--- src/rtl/alu_serial_if.sv ---
// Operand/result handshake bundle for the bit-serial ALU.
// Master issues operations and consumes results; slave is the ALU.
interface alu_serial_if #(
   parameter int WIDTH = 16
);
   logic             in_valid;
   logic             in_ready;
   logic [3:0]       opcode;
   logic [WIDTH-1:0] a;
   logic [WIDTH-1:0] b;
   logic             out_valid;
   logic             out_ready;
   logic [WIDTH-1:0] result;
   logic [3:0]       flags;
   logic             illegal;

   modport master (
      output in_valid, opcode, a, b, out_ready,
      input  in_ready, out_valid, result, flags, illegal
   );

   modport slave (
      input  in_valid, opcode, a, b, out_ready,
      output in_ready, out_valid, result, flags, illegal
   );
endinterface

--- src/rtl/alu_serial.sv ---
// Bit-serial ALU: one SLICE-bit datapath reused WIDTH/SLICE times,
// carry chained between slices, result and {Z,N,C,V} flags on DONE.
module alu_serial #(
   parameter int WIDTH = 16,
   parameter int SLICE = 1
) (
   input logic         clk,
   input logic         rst_n,
   alu_serial_if.slave bus
);
   localparam int N  = WIDTH / SLICE;
   localparam int CW = (N > 1) ? $clog2(N) : 1;
   localparam int PW = WIDTH - SLICE;
   localparam logic [CW-1:0] LAST = CW'(N - 1);

   localparam logic [3:0] OP_ADD  = 4'h0;
   localparam logic [3:0] OP_SUB  = 4'h1;
   localparam logic [3:0] OP_AND  = 4'h2;
   localparam logic [3:0] OP_OR   = 4'h3;
   localparam logic [3:0] OP_NOR  = 4'h4;
   localparam logic [3:0] OP_XOR  = 4'h5;
   localparam logic [3:0] OP_XNOR = 4'h6;
   localparam logic [3:0] OP_NAND = 4'h7;
   localparam logic [3:0] OP_PA   = 4'h8;
   localparam logic [3:0] OP_PB   = 4'h9;
   localparam logic [3:0] OP_CMP  = 4'hB;
   localparam logic [3:0] OP_SLT  = 4'hC;

   typedef enum logic [1:0] {
      IDLE,
      RUN,
      DONE
   } state_e;

   state_e           state_q;
   logic [3:0]       op_q;
   logic [WIDTH-1:0] a_q;
   logic [WIDTH-1:0] b_q;
   logic [PW-1:0]    acc_q;
   logic             carry_q;
   logic [CW-1:0]    cnt_q;
   logic [WIDTH-1:0] result_q;
   logic [3:0]       flags_q;
   logic             illegal_q;
   logic             out_valid_q;

   logic [SLICE-1:0] sl_a;
   logic [SLICE-1:0] sl_b;
   logic [SLICE-1:0] bx;
   logic [SLICE-1:0] sum;
   logic [SLICE-1:0] lg;
   logic [SLICE-1:0] sl_o;
   logic             c;
   logic             cin_msb;
   logic             cout;
   logic             inv_b;
   logic             arith;
   logic [WIDTH-1:0] acc_d;
   logic [WIDTH-1:0] res_d;
   logic [3:0]       flg_d;
   logic             ill_d;
   logic             sub_in;

   assign sub_in = (bus.opcode == OP_SUB) ||
                   (bus.opcode == OP_CMP) ||
                   (bus.opcode == OP_SLT);

   always_comb begin
      sl_a    = a_q[SLICE-1:0];
      sl_b    = b_q[SLICE-1:0];
      inv_b   = (op_q == OP_SUB) ||
                (op_q == OP_CMP) ||
                (op_q == OP_SLT);
      arith   = inv_b || (op_q == OP_ADD);
      bx      = inv_b ? ~sl_b : sl_b;
      c       = carry_q;
      cin_msb = 1'b0;
      sum     = '0;
      for (int i = 0; i < SLICE; i++) begin
         cin_msb = c;
         sum[i]  = sl_a[i] ^ bx[i] ^ c;
         c       = (sl_a[i] & bx[i]) |
                   (c & (sl_a[i] ^ bx[i]));
      end
      cout = c;
      case (op_q)
         OP_AND:  lg = sl_a & sl_b;
         OP_OR:   lg = sl_a | sl_b;
         OP_NOR:  lg = ~(sl_a | sl_b);
         OP_XOR:  lg = sl_a ^ sl_b;
         OP_XNOR: lg = ~(sl_a ^ sl_b);
         OP_NAND: lg = ~(sl_a & sl_b);
         OP_PA:   lg = sl_a;
         OP_PB:   lg = sl_b;
         default: lg = '0;
      endcase
      sl_o  = arith ? sum : lg;
      acc_d = {sl_o, acc_q};
   end

   // Final result/flags, only meaningful on the last RUN edge.
   always_comb begin
      ill_d = (op_q > OP_SLT);
      res_d = acc_d;
      flg_d = {acc_d == '0,
               acc_d[WIDTH-1],
               arith & cout,
               arith & (cin_msb ^ cout)};
      if (ill_d) begin
         res_d = '0;
         flg_d = 4'b1000;
      end else if (op_q == OP_CMP) begin
         res_d = '0;
      end else if (op_q == OP_SLT) begin
         res_d    = '0;
         res_d[0] = acc_d[WIDTH-1] ^ cin_msb ^ cout;
      end
   end

   always_ff @(posedge clk or negedge rst_n) begin
      if (!rst_n) begin
         state_q     <= IDLE;
         op_q        <= '0;
         a_q         <= '0;
         b_q         <= '0;
         acc_q       <= '0;
         carry_q     <= 1'b0;
         cnt_q       <= '0;
         result_q    <= '0;
         flags_q     <= '0;
         illegal_q   <= 1'b0;
         out_valid_q <= 1'b0;
      end else begin
         case (state_q)
            IDLE: begin
               if (bus.in_valid) begin
                  op_q    <= bus.opcode;
                  a_q     <= bus.a;
                  b_q     <= bus.b;
                  carry_q <= sub_in;
                  cnt_q   <= '0;
                  state_q <= RUN;
               end
            end
            RUN: begin
               a_q     <= a_q >> SLICE;
               b_q     <= b_q >> SLICE;
               acc_q   <= acc_d[WIDTH-1:SLICE];
               carry_q <= cout;
               cnt_q   <= cnt_q + 1'b1;
               if (cnt_q == LAST) begin
                  result_q    <= res_d;
                  flags_q     <= flg_d;
                  illegal_q   <= ill_d;
                  out_valid_q <= 1'b1;
                  state_q     <= DONE;
               end
            end
            DONE: begin
               if (bus.out_ready) begin
                  out_valid_q <= 1'b0;
                  state_q     <= IDLE;
               end
            end
            default: state_q <= IDLE;
         endcase
      end
   end

   assign bus.in_ready  = (state_q == IDLE);
   assign bus.out_valid = out_valid_q;
   assign bus.result    = result_q;
   assign bus.flags     = flags_q;
   assign bus.illegal   = illegal_q;
endmodule
--- src/flat_wrapper.sv ---
// flat-port wrapper written by rule: the top's interface ports become plain ports
module alu_serial_flat 
#(
   parameter int WIDTH = 16,
   parameter int SLICE = 1
)
  (clk, rst_n, bus_in_valid, bus_opcode, bus_a, bus_b, bus_out_ready, bus_in_ready, bus_out_valid, bus_result, bus_flags, bus_illegal);
  alu_serial_if #(.WIDTH(WIDTH)) bus_i ();
  input logic clk;
  input logic rst_n;
  input wire logic [$bits(bus_i.in_valid)-1:0] bus_in_valid;
  input wire logic [$bits(bus_i.opcode)-1:0] bus_opcode;
  input wire logic [$bits(bus_i.a)-1:0] bus_a;
  input wire logic [$bits(bus_i.b)-1:0] bus_b;
  input wire logic [$bits(bus_i.out_ready)-1:0] bus_out_ready;
  output wire logic [$bits(bus_i.in_ready)-1:0] bus_in_ready;
  output wire logic [$bits(bus_i.out_valid)-1:0] bus_out_valid;
  output wire logic [$bits(bus_i.result)-1:0] bus_result;
  output wire logic [$bits(bus_i.flags)-1:0] bus_flags;
  output wire logic [$bits(bus_i.illegal)-1:0] bus_illegal;
  assign bus_i.in_valid = bus_in_valid;
  assign bus_i.opcode = bus_opcode;
  assign bus_i.a = bus_a;
  assign bus_i.b = bus_b;
  assign bus_i.out_ready = bus_out_ready;
  assign bus_in_ready = bus_i.in_ready;
  assign bus_out_valid = bus_i.out_valid;
  assign bus_result = bus_i.result;
  assign bus_flags = bus_i.flags;
  assign bus_illegal = bus_i.illegal;
  alu_serial #(.WIDTH(WIDTH), .SLICE(SLICE)) u_core (.clk(clk), .rst_n(rst_n), .bus(bus_i));
endmodule
--- config.mk ---
export PLATFORM = sky130hd
export DESIGN_NAME = alu_serial_flat
export DESIGN_NICKNAME = d
export VERILOG_FILES = /design/src/rtl/alu_serial_if.sv /design/src/rtl/alu_serial.sv /design/src/flat_wrapper.sv
export SDC_FILE = /design/constraint.sdc
export NUM_CORES = 1
export LEC_CHECK = 0
export ABC_AREA = 1
export CAP_MARGIN = 5
export CORE_UTILIZATION = 53
export DETAILED_ROUTE_END_ITERATION = 6
export GPL_TIMING_DRIVEN = 0
export PLACE_DENSITY = 0.8
export SYNTH_ARGS = -nofsm -noshare
export SYNTH_HDL_FRONTEND = slang
export SYNTH_SLANG_ARGS = --single-unit
--- constraint.sdc ---
create_clock -name clk -period 2.4 [get_ports clk]
set_clock_uncertainty 0.1 [all_clocks]
set_input_delay 0.36 -clock clk [delete_from_list [all_inputs] [get_ports clk]]
set_output_delay 0.36 -clock clk [all_outputs]
set_load 0.02 [all_outputs]
==> results.py <==
metrics = {
    "logic_synthesis": {
        "yosys.area_share.simple_pct": 16.79,
        "yosysUniqueCellTypes": 33,
        "synth_nets": 438,
        "yosysWarningCount": 0,
        "avgSynthCellArea_sq_um": 9.190,
        "synth_top_cell_by_area": "dfrtp_1",
        "synth_top_family_by_area": "simple AND/OR/NAND/NOR gates",
        "synthMuxAreaShare_pct": 0,
        "ys_seq_area_share_pct": 55.29,
        "yosys.area.top_type_share_pct": 55.29,
        "synthArstFlopShare_pct": 100.0,
        "yosys-top-cells-area": "dfrtp_1 55%, a221oi_1 7.0%, nand2_1 6.9%",
        "netlist_area_sq_um": 3621,
        "synth_edf_count": 0,
        "synthAdderAreaFrac_pct": 1.589,
        "netlist_instances": 394,
        "synth_ff_type": "dfrtp_1",
        "synth_compound_area_share_pct": 15.34,
        "synth_xor_area_share_pct": 0.7256,
        "postSynthRegisterBits": 80,
    },
    "route": {
        "drtIter0Drc": 167,
        "routed_via_density": 5.400,
        "drc": 4,
        "wl_per_cell_um": 13.59,
        "wirelength_mm": 7.540,
        "firstDrtPassIters": 7,
        "antenna_left": 0,
        "vias": 2997,
    },
    "cts": {
        "cts-htree-levels": 3,
        "clk_pin_slew_ps": 80,
        "cts.path.max_buffers": 2,
        "cts_sinks": 80,
        "clockRootBuffer": "clkbuf_8",
        "cts_buffers": 9,
        "cts_tree": "yes",
        "insertion_delay_ps": 360,
    },
    "floorplanning": {
        "die_w_um": 84.66,
        "coreArea_sq_um": 6459,
        "start_util_pct": 56.06,
        "die_h_um": 84.66,
        "io_pins": 63,
        "rows": 29,
        "dieArea_sq_um": 7166,
    },
    "sta": {
        "layout_min_cycle_time_ps": 2309,
        "fmax_mhz": 433.0,
        "tns_ps": 0,
        "slew_headroom_pct": 73.01,
        "fin_crit_sh_pct": 96.22,
        "final-setup-viol-count": 0,
        "hold_viol": 0,
        "worstMarginPinSlew_ps": 404.8,
        "maxSlewViolCount": 0,
    },
    "finish": {
        "postLayoutCellArea_sq_um": 4618,
        "drive_gt1_share_pct": 12.55,
        "fillers": 503,
        "final_core_util_pct": 71.50,
        "final_cell_mix": "78 x dfrtp_1, 65 x nand2_1, 63 x inv_1",
        "insertedDiodeCount": 0,
        "area_growth_pct": 27.54,
        "final_common_cell": "dfrtp_1",
        "layout.nets": 517,
    },
    "global_route": {
        "grt_usage_pct": 23.49,
        "grt_first_pass_wirelength_mm": 13.19,
        "grt_max_degree": 62,
        "grt_pass1_vias": 2910,
        "antenna_found_initial": 0,
        "grt.overflow.total": 0,
    },
    "power_and_ir_drop": {
        "ir_drop_mv": 0.5161,
        "power_leakage_nw": 2.134,
        "power_mw": 5.804,
        "power_density_nw_per_um2": 1257,
    },
    "worst_setup_path": {
        "path_class": "register to register",
        "critPathMaxFanout": 5,
        "cp.required_ps": 2550,
        "cp.arrival_ps": 2460,
        "ff2ff_path_depth": 12,
        "r2r_slack_ps": 90,
        "cp-start-kind": "register",
        "endpoint_kind": "register",
    },
    "run_status": {
        "status": "finished with violations",
        "failed_checks": "DRC",
    },
    "run": {
        "maxCapViolations": 0,
    },
    "placed_design": {
        "gp_congestion": 0.8168,
        "dp_hpwl_mm": 5.346,
        "dpl_cell_area_sq_um": 4363,
        "port_buffers": 62,
    },
    "min_path": {
        "hold_class": "input port to asynchronous set/reset pin",
    },
}
==> routing by layer <==
metal | track usage [%] | wire [um] | part of all wire [%] | vias to the layer above
li1 | - | - | - | 1475
met5 | 0 | 0 | 0 | -
met1 | 31.98 | 3461 | 46 | 1420
met2 | 36.73 | 3610 | 48 | 87
met3 | 5.113 | 311 | 4.1 | 15
met4 | 9.861 | 157 | 2.1 | 0
==> registers in the layout, summed over array words and instances (netlist names) <==
name                  count
u_core.b_q               16
u_core.state_q            2
u_core.bus.illegal        1
u_core.bus.out_valid      1
u_core.carry_q            1
u_core.acc_q             15
u_core.op_q               4
u_core.bus.flags          4
u_core.cnt_q              4
u_core.a_q               16
u_core.bus.result        16
==> worst paths after layout <==
path                                   endpoint           startpoint
setup / recovery           u_core.bus.result[0]       u_core.op_q[2]
min in group clk            u_core.bus.flags[2]  u_core.bus.flags[2]
max in group asynchronous        u_core.a_q[12]                rst_n
hold / removal              u_core.bus.flags[2]                rst_n
setup reg to reg           u_core.bus.result[0]       u_core.op_q[2]
hold reg to reg             u_core.bus.flags[2]  u_core.bus.flags[2]
==> critical path, cell delays in order, from the launching register on <==
cell     delay [ps]
dfrtp_2         460
inv_2           110
nand4_1         170
nand2_2         160
a21oi_2          50
xor2_1          160
fa_1            440
xnor2_2         200
inv_1            60
nand2_1          80
nand3_1          90
nand2_1          70
nand2_1          40
==> layout make-up <==
| cell class | count | area (sq um) | share of cell area (%) |
|---|---|---|---|
| flip-flops and latches | 80 | 2004 | 43.40 |
| multi-input cells | 226 | 1280 | 27.72 |
| repair buffers | 68 | 685.7 | 14.85 |
| inverters | 67 | 251.5 | 5.446 |
| clock buffers | 9 | 123.9 | 2.682 |
| plain buffers | 21 | 120.1 | 2.601 |
| well taps | 77 | 96.34 | 2.086 |
| clock inverters | 7 | 56.30 | 1.219 |
==> synth_stat cells (all sizes together), types with 4 or more instances <==
master,n
a21oi,4
a221oi,29
buf,16
clkbuf,5
dfrtp,80
inv,67
nand2,70
nand3,13
nor2,15
nor3,31
o21ai,44
==> what timing repair did <==
action / in CTS / in global routing
gates resized for setup: 0 / 10
setup buffers: 0 / 4
hold buffers: 1 / 0
hold endpoints to repair: 19 / 0
endpoints found under the setup margin: 0 / 5
==> logic make-up (layout without fill, tap and decap cells) <==
kind of cell               Yosys count  after routing
and+or+nand+nor                    134            134
buffers and inverters               88            172
AOI/OAI and AO/OA                   85             85
DFF                                 80             80
adders and majority gates            4              4
xor gates and xnor gates             3              3
==> metrics by stage <==
step	setup slack [ps]	cells	hold slack (ps)
after floorplan	247.6	394	-35.59
after global placement	-1820	533	364.5
after detailed placement	42.27	534	166.3
after CTS	30.14	551	332.6
after global routing	-99.50	555	343.7
final	90.67	555	323.1
==> power breakdown <==
group | internal [mW] | switching [mW]
sequential | 1.91 | 0.327
clock | 0.386 | 0.517
combinational | 1.15 | 1.52
total | 3.44 | 2.36
Power figures use the tool's default switching activity.
